<file path="config.mk">
export PLATFORM = sky130hd
export DESIGN_NAME = inst_fetch_buffer
export DESIGN_NICKNAME = d
export VERILOG_FILES = /design/src/rtl/inst_fetch_buffer.sv
export SDC_FILE = /design/constraint.sdc
export NUM_CORES = 1
export LEC_CHECK = 0
export CORE_UTILIZATION = 45
export DETAILED_ROUTE_END_ITERATION = 6
export GPL_ROUTABILITY_DRIVEN = 0
export PLACE_DENSITY_LB_ADDON = 0.12
export SYNTH_ARGS = -nofsm -noshare
export SYNTH_HDL_FRONTEND = slang
export SYNTH_SLANG_ARGS = --single-unit
</file>
<file path="constraint.sdc">
create_clock -name clk -period 24.2 [get_ports clk]
set_input_delay 2.42 -clock clk [delete_from_list [all_inputs] [get_ports clk]]
set_output_delay 2.42 -clock clk [all_outputs]
set_load 0.05 [all_outputs]
</file>
<file path="src/rtl/inst_fetch_buffer.sv">
// Fetch stage: single-outstanding req/gnt/rvalid fetch into a DEPTH-entry FWFT queue for decode.
// Define MISALIGN_CHECK_EN to turn misaligned PCs into fault entries instead of memory reads.
module inst_fetch_buffer #(
    parameter int DEPTH = 2,
    parameter int XLEN  = 64,
    parameter int ILEN  = 32
) (
    input  logic                       clk,
    input  logic                       reset,
    input  logic [XLEN-1:0]            pc_in,
    input  logic                       pc_valid,
    output logic                       pc_ready,
    output logic                       imem_req,
    output logic [XLEN-1:0]            imem_addr,
    input  logic                       imem_gnt,
    input  logic                       imem_rvalid,
    input  logic [ILEN-1:0]            imem_rdata,
    input  logic                       flush,
    output logic                       id_valid,
    input  logic                       id_ready,
    output logic [XLEN-1:0]            id_pc,
    output logic [ILEN-1:0]            id_instr,
    output logic                       id_fault,
    output logic [$clog2(DEPTH):0]     count
);
    localparam int AW = (DEPTH > 1) ? $clog2(DEPTH) : 1;
    localparam int CW = $clog2(DEPTH) + 1;

    typedef enum logic [1:0] {IDLE, WAIT_GNT, WAIT_DATA, DRAIN} state_e;

    state_e            state_q, state_d;
    logic [XLEN-1:0]   req_pc_q, req_pc_d;
    logic [CW-1:0]     count_q, count_d;
    logic [AW-1:0]     wr_ptr_q, wr_ptr_d, rd_ptr_q, rd_ptr_d;
    logic [XLEN-1:0]   mem_pc_q [DEPTH];
    logic [XLEN-1:0]   mem_pc_d [DEPTH];
    logic [ILEN-1:0]   mem_instr_q [DEPTH];
    logic [ILEN-1:0]   mem_instr_d [DEPTH];

    logic              outstanding, fault_pend, space, accept, take_fetch;
    logic              push_fetch, push_fault, push, pop;
    logic [CW:0]       used;
    logic [XLEN-1:0]   push_pc;
    logic [ILEN-1:0]   push_instr;

`ifdef MISALIGN_CHECK_EN
    logic              fault_pend_q, fault_pend_d, take_fault;
    logic [XLEN-1:0]   fault_pc_q, fault_pc_d;
    logic              mem_flt_q [DEPTH];
    logic              mem_flt_d [DEPTH];

    assign take_fault = accept && (pc_in[1:0] != 2'b00);
    assign take_fetch = accept && (pc_in[1:0] == 2'b00);
    assign fault_pend = fault_pend_q;

    always_comb begin
        fault_pend_d = take_fault;
        fault_pc_d   = take_fault ? pc_in : fault_pc_q;
    end

    always_ff @(posedge clk or posedge reset) begin
        if (reset) begin
            fault_pend_q <= 1'b0;
            fault_pc_q   <= '0;
        end else begin
            fault_pend_q <= fault_pend_d;
            fault_pc_q   <= fault_pc_d;
        end
    end
`else
    assign take_fetch = accept;
    assign fault_pend = 1'b0;
`endif

    // A pending fault entry holds a buffer slot just like an in-flight fetch.
    assign outstanding = (state_q == WAIT_GNT) || (state_q == WAIT_DATA);
    assign used        = {1'b0, count_q} + {{CW{1'b0}}, outstanding} + {{CW{1'b0}}, fault_pend};
    assign space       = used < (CW+1)'(DEPTH);
    assign pc_ready    = !reset && !flush && space &&
                         ((state_q == IDLE) || ((state_q == WAIT_DATA) && imem_rvalid));
    assign accept      = pc_valid && pc_ready;

    assign imem_req    = (state_q == WAIT_GNT);
    assign imem_addr   = req_pc_q;

    always_comb begin
        state_d    = state_q;
        req_pc_d   = req_pc_q;
        push_fetch = 1'b0;
        if (flush) begin
            unique case (state_q)
                IDLE:      state_d = IDLE;
                WAIT_GNT:  state_d = imem_gnt ? DRAIN : IDLE;
                WAIT_DATA: state_d = imem_rvalid ? IDLE : DRAIN;
                DRAIN:     state_d = imem_rvalid ? IDLE : DRAIN;
                default:   state_d = IDLE;
            endcase
        end else begin
            unique case (state_q)
                IDLE: begin
                    if (take_fetch) begin
                        req_pc_d = pc_in;
                        state_d  = WAIT_GNT;
                    end
                end
                WAIT_GNT: begin
                    if (imem_gnt) state_d = WAIT_DATA;
                end
                WAIT_DATA: begin
                    if (imem_rvalid) begin
                        push_fetch = 1'b1;
                        if (take_fetch) begin
                            req_pc_d = pc_in;
                            state_d  = WAIT_GNT;
                        end else begin
                            state_d  = IDLE;
                        end
                    end
                end
                DRAIN: begin
                    if (imem_rvalid) state_d = IDLE;
                end
                default: state_d = IDLE;
            endcase
        end
    end

`ifdef MISALIGN_CHECK_EN
    assign push_fault = fault_pend_q && !flush;
    assign push_pc    = push_fault ? fault_pc_q : req_pc_q;
    assign push_instr = push_fault ? ILEN'(32'h0000_0013) : imem_rdata;
`else
    assign push_fault = 1'b0;
    assign push_pc    = req_pc_q;
    assign push_instr = imem_rdata;
`endif

    assign push = push_fetch || push_fault;
    assign pop  = id_valid && id_ready && !flush;

    always_comb begin
        mem_pc_d    = mem_pc_q;
        mem_instr_d = mem_instr_q;
`ifdef MISALIGN_CHECK_EN
        mem_flt_d   = mem_flt_q;
`endif
        wr_ptr_d    = wr_ptr_q;
        rd_ptr_d    = rd_ptr_q;
        count_d     = count_q;
        if (flush) begin
            wr_ptr_d = '0;
            rd_ptr_d = '0;
            count_d  = '0;
        end else begin
            if (push) begin
                mem_pc_d[wr_ptr_q]    = push_pc;
                mem_instr_d[wr_ptr_q] = push_instr;
`ifdef MISALIGN_CHECK_EN
                mem_flt_d[wr_ptr_q]   = push_fault;
`endif
                wr_ptr_d = wr_ptr_q + AW'(1);
            end
            if (pop) rd_ptr_d = rd_ptr_q + AW'(1);
            count_d = count_q + CW'(push) - CW'(pop);
        end
    end

    always_ff @(posedge clk or posedge reset) begin
        if (reset) begin
            state_q  <= IDLE;
            req_pc_q <= '0;
            count_q  <= '0;
            wr_ptr_q <= '0;
            rd_ptr_q <= '0;
            for (int i = 0; i < DEPTH; i++) begin
                mem_pc_q[i]    <= '0;
                mem_instr_q[i] <= '0;
`ifdef MISALIGN_CHECK_EN
                mem_flt_q[i]   <= 1'b0;
`endif
            end
        end else begin
            state_q     <= state_d;
            req_pc_q    <= req_pc_d;
            count_q     <= count_d;
            wr_ptr_q    <= wr_ptr_d;
            rd_ptr_q    <= rd_ptr_d;
            mem_pc_q    <= mem_pc_d;
            mem_instr_q <= mem_instr_d;
`ifdef MISALIGN_CHECK_EN
            mem_flt_q   <= mem_flt_d;
`endif
        end
    end

    // The credit check should make this unreachable.
    always_ff @(posedge clk) begin
        if (!reset) assert (!(push && (count_q == CW'(DEPTH))));
    end

    assign count    = count_q;
    assign id_valid = (count_q != '0);
    assign id_pc    = id_valid ? mem_pc_q[rd_ptr_q] : '0;
    assign id_instr = id_valid ? mem_instr_q[rd_ptr_q] : '0;
`ifdef MISALIGN_CHECK_EN
    assign id_fault = id_valid && mem_flt_q[rd_ptr_q];
`else
    assign id_fault = 1'b0;
`endif

endmodule
</file>
; Word-level counts from Yosys, hierarchy flattened
; Index checks and enable logic that the tools add are counted.
[op_classes]
addsub = 5
n_bitwise = 3
mux = 35
eq_ne = 8
n_lt_le_gt_ge = 4
reduce_logical = 21
[op_table]
columns = operator, count
row1 = 64-bit 2-to-1 mux, 7
row2 = 32-bit 2-to-1 mux, 5
row3 = 128-bit bitwise mux, 1
row4 = 64-bit one-hot mux with 2 select lines, 1
row5 = 64-bit bitwise mux, 1
row6 = 64-bit demux with 1-bit select, 1
row7 = 32-bit demux with 1-bit select, 1
row8 = 2-bit 2-to-1 mux, 8
row9 = "3-bit inequality test, second input constant", 3
row10 = 1-bit logical AND, 8
row11 = 1-bit 2-to-1 mux, 8
row12 = 2-bit one-hot mux with 4 select lines, 1
row13 = 2-bit nonzero test, 4
row14 = 2-bit one-hot mux with 3 select lines, 1
row15 = "2-bit equality test, second input constant", 2
row16 = "2-bit greater-or-equal comparator, second input constant", 2
row17 = 1-bit inverter with 2-bit output, 2
row18 = 4-bit AND reduction, 1
row19 = 2-bit by 1-bit adder with 3-bit output, 1
row20 = "3-bit by 2-bit less-than comparator with 1-bit output, second input constant", 1
row21 = "3-bit by 1-bit inequality test with 1-bit output, second input constant", 1
row22 = 3-bit AND reduction, 1
row23 = "1-bit adder, second input constant", 2
row24 = 2-bit by 1-bit adder with 2-bit output, 1
row25 = 10 further kinds, 12
[totals]
in_bits = 103
output_inout_bits = 166
ff_bits = 262
word_cells = 85

; Depth between registers and ports, before layout
; Gate-level depths: netlist (run 1).
[logic_depth]
ltp_word = 11
ltp_mapped = 11

; Worst setup path after synthesis (run 1)
; OpenSTA, ideal clock, no wires.
[synth_path]
kind = input -> output
startpoint = in reset
endpoint = out pc_ready
path_buffers = 0
t_required_ps = 21780
stages = 2
path_slack_ps = 18265
t_arrival_ps = 3515
cell_sequence = a2111oi_4 -> nor2b_1
[synth_between]
elab_chain_cells = 4
[synth_rtl]
columns = item, line_no
row1 = from (decl), 9  ; input logic reset,
row2 = 1-bit zero test, n/a
row3 = 1-bit logical AND (3 in series), 79  ; assign pc_ready = !reset && !flush && space &&
row4 = to (decl), 12  ; output logic pc_ready,
; Every way passes these cells.

; Worst setup path after layout (run 1)
[layout_path]
startpoint = in flush
endpoint = out pc_ready
[layout_between]
elab_chain_cells = 4
[layout_rtl]
columns = item, line_no
row1 = from (decl), 18  ; input logic flush,
row2 = 1-bit zero test, 79
row3 = 1-bit logical AND (3 in series), 79
; Every way passes these cells.

==> results.md, run 1 <==
- Chip height: 163 um
- Worst EP arrival: 4.50 ns
- Die width: 163 um
- Clk_lat worst skew: 0.54 ns
- Status: completed
- Ys flop type: dfrtp_1
- IO Pins: 269
- Clk buf depth: 3
- WL/cell: roughly 18 um
- Synthesized area: 11600 um2
- CP max stage delay: approximately 0.80 ns
- CP max stage cell: clkdlybuf4s50_1
- Core area: 25300 um2
- Crit path buf inv count: 2
- Final hold vios: 0
- Via density: between 4 and 5
- Max-Cap Viols: 0
- Tmin final: approximately 6.9 ns
- Maximum clock rate: 0.145 GHz
- Slew Viols, Final: 0
- Post-Syn Nets: 915
- Synth-to-Final Area Change: 33.0%
- Async SR Flop Fraction: 100%
- Clock net sink count: 262
- Sequential area share after synthesis: 56.4%
- Via count: about 7000
- Final TNS setup: 0 ns
- Most common cell on crit path: clkdlybuf4s50_1
- Required time of the critical path: 21.78 ns
- Layout cells sized above 1: 29.5%
- Final Setup Violations: 0
- Initial antenna violation count: 0
- Die ar.: 26500 um2
- Synth warn: 0
- Htree depth: 1
- GR Overflow Total: 0
- Buffers inserted by post-CTS timing repair: 0
- I/O Buffers: between 200 and 300
- Vias in the first global route: 7335
- R2R Setup Slk: 21.04 ns
- Crit-path cells: clkdlybuf4s50_1 > a2111oi_4 > nor2b_1 > clkdlybuf4s50_1
- Initial core utilization: 46.0%
- Worst-Margin Slew: 1.03 ns
- Crit-path leading delay family: buffers and inverters
- Worst hold start: mem_pc_q[36]$_DFFE_PP0P_
- Unrepaired setup endpoints after global routing: no
- Syn Inst Count: between 800 and 900
- Hold crit path type: reg2reg
- Reg clk slew, reported paths: 0.06 ns
- Global Route Usage Sum: 19.3%
- Synthesized area per cell: 14.4 um2
- Row cnt: 58
- First-pass DRT Iterations: 4
- Largest net degree at the start of global routing: 115
- Clock Tree Root: clkbuf_16
- Final cell count without fillers: around 1400
- Post-DP HPWL: 15600 um
- Worst setup EP type: output port
- Clock skew: 0.0169 ns
- Total CTS buffers: 28
- Worst setup SP type: primary input
- Post-CTS resize count: 0
- Final hold slack: about 0.50 ns
- Netlist cell types: 30
- Leak: 6.92 nW
- Worst-path maximum fanout: 13
- CTS Hold Bufs: 0
- DRT iter0 DRCs: 399
- Inserted Diodes: 0
- Power density over cell area: 125 nW/um2
- Crit Path Class: in2out
- CTS tree: done
- First-pass GRT wire length: 40800 um
- Maximum vdd drop: roughly 0.084 mV
- #FFs+latches synth: 262
- Final ANT Viol Nets: 0
- Residual DRC: 0
- Max-Slew Margin vs Limit: 31.3%
- Period Utilization, post-route: 28.6%
- R2R Path Start: state_q[0]$_DFFE_PP0P_
- Final nets: 1171
- Total wire length: 25100 um
- Placed cells: 1362
- Post-synth EDFFs: 0
- Worst setup path start: flush
[power by group]
part           total, W  leakage, nW  switching [W]  internal (W)
clock          0.000434        0.475       0.000171      0.000263
sequential     0.000727         3.40       0.000123      0.000604
combinational  0.000770         3.04       0.000424      0.000346
[metal layers]
metal	track usage, %	vias to the layer above	routed length (um)
met2	32.0	176	11900
met5	0	-	0
met1	25.8	3522	11300
met4	3.95	0	339
met3	4.84	23	1560
li1	-	3317	-
[path summary, 6_finish.rpt]
check	to	cells past startpoint
min in group asynchronous	imem_addr[39]$_DFFE_PP0P_	2
setup reg to reg	imem_addr[2]$_DFFE_PP0P_	7
max in group asynchronous	mem_pc_q[67]$_DFFE_PP0P_	3
hold / removal	mem_pc_q[36]$_DFFE_PP0P_	1
hold reg to reg	mem_pc_q[36]$_DFFE_PP0P_	1
setup / recovery	pc_ready	4
[final cells by class]
cell class | instances | area (um2)
repair buffers | 276 | 2740
multi-input cells | 487 | 4750
fillers | 2065 | 9810
flip-flops and latches | 262 | 6560
clock buffers | 39 | 802
well taps | 330 | 413
clock inverters | 12 | 146
inverters | 7 | 33.8
[registers in the layout, summed over array words and instances, names as in the netlist]
name / flops
count: 2
imem_addr: 64
mem_instr_q: 64
mem_pc_q: 128
rd_ptr_q: 1
state_q: 2
wr_ptr_q: 1
[stage by stage]
stage | utilization [%] | total power [W] | setup slack [ns] | cell area (um2)
2_1_floorplan | - | 0.00126 | 14.57 | 11600
3_3_place_gp | 57.4 | 0.00150 | 17.32 | 14500
3_5_place_dp | 57.4 | 0.00151 | 17.29 | 14500
4_1_cts | 61.2 | 0.00195 | 17.29 | 15400
5_1_grt | 61.2 | 0.00203 | 17.17 | 15400
6_report | 61.2 | 0.00193 | 17.28 | 15400
[cell usage in the layout, fill, tap and decap left out, types with 8 or more instances in the layout]
master / n
dfrtp_1: 261
mux2i_1: 97
clkdlybuf4s50_1: 267
nor2_1: 103
clkbuf_16: 28
clkinv_2: 8
mux2_2: 196
mux2_4: 60
buf_4: 9
[synth_stat cells, types with 2 or more instances]
| library cell | number | area, um2 |
|---|---|---|
| buf_12 | 6 | 120 |
| xor2_1 | 3 | 26.3 |
| mux2_2 | 196 | 2210 |
| buf_2 | 6 | 30.0 |
| mux2i_1 | 97 | 971 |
| nor2_1 | 105 | 394 |
| buf_1 | 16 | 60.1 |
| nor2b_1 | 2 | 12.5 |
| dfrtp_1 | 262 | 6560 |
| clkbuf_1 | 20 | 75.1 |
| a21oi_1 | 2 | 10.0 |
| nand2_1 | 3 | 11.3 |
| inv_1 | 7 | 26.3 |
| mux2_4 | 60 | 901 |
| ha_1 | 6 | 75.1 |
[cell families after synthesis]
logic type      after synthesis  synth area share, %
mux                         353                 35.1
flops                       262                 56.4
simple gates                112                 3.75
buf+inv                      57                 2.84
compound gates               11                0.883
fa+ha+maj                     6                0.646
xor+xnor                      4                0.302
other cells                   1               0.0323
Power figures use the tool's default switching activity.
==> run 2, diff against run 1 <==
==> constraint.sdc (replaced) <==
create_clock -name clk -period 6.71 [get_ports clk]
set_input_delay 0.671 -clock clk [delete_from_list [all_inputs] [get_ports clk]]
set_output_delay 0.671 -clock clk [all_outputs]
set_load 0.05 [all_outputs]
==> run 2 against run 1 <==
  * Flip-flop and latch count unchanged
  * Critical path type is now reg2out
  * Highest routed layer unchanged
  * Critical endpoint is now id_instr[12]
  * Global-route usage up 0.38 points
  * Via count up 2.1%
  * Clock skew down 0.0037 ns
==> results.md, run 2 (same netlist as run 1, synthesis figures left out) <==
- Status: completed (unchanged)
- Maximum vdd drop: 0.310 mV (was 0.0843 mV)
- Crit-path leading delay family: buffers and inverters (unchanged)
- Initial core utilization: 46.0% (unchanged)
- Most common cell after layout, fill and taps aside: clkdlybuf4s50_1 (unchanged)
- Crit Path Class: reg2out (was in2out)
- Crit path buf inv count: 2 (unchanged)
- Leak: 6.96 nW (was 6.92 nW)
- CTS tree: done (unchanged)
- Power density over cell area: 456 nW/um2 (was 125 nW/um2)
- Worst setup EP type: output port (unchanged)
- WL/cell: 18.1 um (was 17.7 um)
- Maximum clock rate: 0.254 GHz
- CTS Hold Bufs: 0 (unchanged)
- Worst-Margin Slew: 0.878 ns (was 1.03 ns)
- Clk buf depth: 3 (unchanged)
- Global Route Usage Sum: 19.7% (was 19.3%)
- Final TNS setup: 0 ns (unchanged)
- Most frequent cells in the layout: 267 x clkdlybuf4s50_1, 261 x dfrtp_1, 196 x mux2_2, 103 x nor2_1, 97 x mux2i_1 (unchanged)
- Final nets: 1173 (was 1171)
- CP max stage cell: dfrtp_4 (was clkdlybuf4s50_1)
- Worst EP arrival: 3.27 ns (was 4.50 ns)
- Max-Cap Viols: 0 (unchanged)
- Unrepaired setup endpoints after global routing: no (unchanged)
- Clock net sink count: 262 (unchanged)
- GR Overflow Total: 0 (unchanged)
- I/O Buffers: 267 (unchanged)
- Layout cells sized above 1: 29.8% (was 29.5%)
- Clock skew: 0.0132 ns (was 0.0169 ns)
- Via density: 5.08 (was 4.98)
- FILL cells: 2053 (was 2065)
- Final Setup Violations: 0 (unchanged)
- Final Power: 0.00709 W (was 0.00193 W)
- Synth-to-Final Area Change: 33.9% (was 33.0%)
- Final ANT Viol Nets: 0 (unchanged)
- Worst setup SP type: flip-flop (was primary input)
- Top reg by flops: mem_pc_q (unchanged)
- Largest net degree at the start of global routing: 125 (was 115)
- Required time of the critical path: 6.04 ns (was 21.78 ns)
- IO Pins: 269 (unchanged)
- Buffers inserted by post-CTS timing repair: 0 (unchanged)
- Via count: 7187 (was 7038)
- Max-Slew Margin vs Limit: 41.4% (was 31.3%)
- Die ar.: 26500 um2 (unchanged)
- Clk_lat worst skew: 0.55 ns (was 0.54 ns)
- Htree depth: 1 (unchanged)
- Core area: 25300 um2 (unchanged)
- Slew Viols, Final: 0 (unchanged)
- DRT iter0 DRCs: 488 (was 399)
- Row cnt: 58 (unchanged)
- Vias in the first global route: 7575 (was 7335)
- Chip height: 163 um (unchanged)
- Worst-path maximum fanout: 44 (was 13)
- Post-DP HPWL: 16100 um (was 15600 um)
- Die width: 163 um (unchanged)
- CP max stage delay: 0.98 ns (was 0.80 ns)
- Reg clk slew, reported paths: 0.06 ns (about the same)
- Number of flip-flops in the largest register: 128 (unchanged)
- First-pass GRT wire length: 41500 um (was 40800 um)
- Period Utilization, post-route: 58.7%
- Residual DRC: 0 (unchanged)
- Total wire length: 25600 um (was 25100 um)
- First-pass DRT Iterations: 4 (unchanged)
- Tmin final: a little under 4 ns
- Final hold vios: 0 (unchanged)
- Hold crit path type: reg2reg (unchanged)
- Crit-path cells: buf_4 > mux2i_1 > nor2_1 > clkdlybuf4s50_1 (was clkdlybuf4s50_1 > a2111oi_4 > nor2b_1 > clkdlybuf4s50_1)
- Total CTS buffers: 29 (was 28)
- Post-CTS resize count: 0 (unchanged)
- Initial antenna violation count: 1 (was 0)
- Clock Tree Root: clkbuf_16 (unchanged)
## run 2: changes by cell type in the layout (fill, tap and decap cells not counted), moves of 2 or more
cell,delta
clkbuf_1,-2
inv_6,+2
buf_12,+2
clkinv_2,-3
clkinvlp_4,+2
bufinv_16,+2
## run 2: area by class of cell
| type | instances | area (um2) | area share [%] |
|---|---|---|---|
| multi-input cells | 487 | 4750 | 30.6 |
| clock inverters | 13 | 200 | 1.29 |
| well taps | 330 | 413 | 2.66 |
| inverters | 7 | 30.0 | 0.193 |
| flip-flops and latches | 262 | 6560 | 42.2 |
| diodes | 1 | 2.50 | 0.0161 |
| repair buffers | 277 | 2770 | 17.8 |
| clock buffers | 38 | 820 | 5.27 |
## run 2: where the power goes
part           leakage (nW)  switching [W]  internal, W
registers              3.40       0.000441      0.00218
logic                  3.05        0.00154      0.00125
clock network         0.503       0.000631      0.00105
total                  6.96        0.00261      0.00447
## run 2: worst register-to-register path: stages (launching register included)
cell	delay, ns
dfrtp_1	0.43
inv_1	0.08
ha_1	0.33
a2111oi_4	0.39
nand2_2	0.13
or4_4	0.77
buf_4	0.45
mux2_4	0.44
## run 2: final timing paths
| check | startpoint | end | slack [ns] | cells past startpoint |
|---|---|---|---|---|
| worst max-delay path | rd_ptr_q$_DFFE_PP0P_ | id_instr[12] | 2.77 | 4 |
| worst min-delay path | mem_instr_q[18]$_DFFE_PP0P_ | mem_instr_q[18]$_DFFE_PP0P_ | 0.50 | 1 |
| worst max register to register | state_q[0]$_DFFE_PP0P_ | imem_addr[5]$_DFFE_PP0P_ | 3.59 | 7 |
| min in group asynchronous | reset | imem_addr[40]$_DFFE_PP0P_ | 0.66 | 2 |
| max in group asynchronous | reset | mem_pc_q[122]$_DFFE_PP0P_ | 4.96 | 3 |
| worst min register to register | mem_instr_q[18]$_DFFE_PP0P_ | mem_instr_q[18]$_DFFE_PP0P_ | 0.50 | 1 |
## run 2: metrics by stage
step | util [%] | cells | hold slack [ns] | worst slack [ns] | cell area, um2
6_report | 61.6 | 1415 | 0.502 | 2.77 | 15600
5_1_grt | 61.6 | 1414 | 0.513 | 2.59 | 15500
4_1_cts | 61.6 | 1414 | 0.507 | 2.69 | 15500
3_5_place_dp | 57.5 | 1363 | 0.494 | 3.07 | 14500
3_3_place_gp | 57.5 | 1363 | 0.486 | 3.14 | 14500
2_1_floorplan | - | 806 | 0.479 | 2.58 | 11600
## run 2: metal layers
metal,routed length (um),global-route usage [%],part of all wire (%)
met1,11400,26.5,45
met5,0,0,0
met2,11800,31.6,46
met3,1710,5.04,6.7
met4,631,5.61,2.5
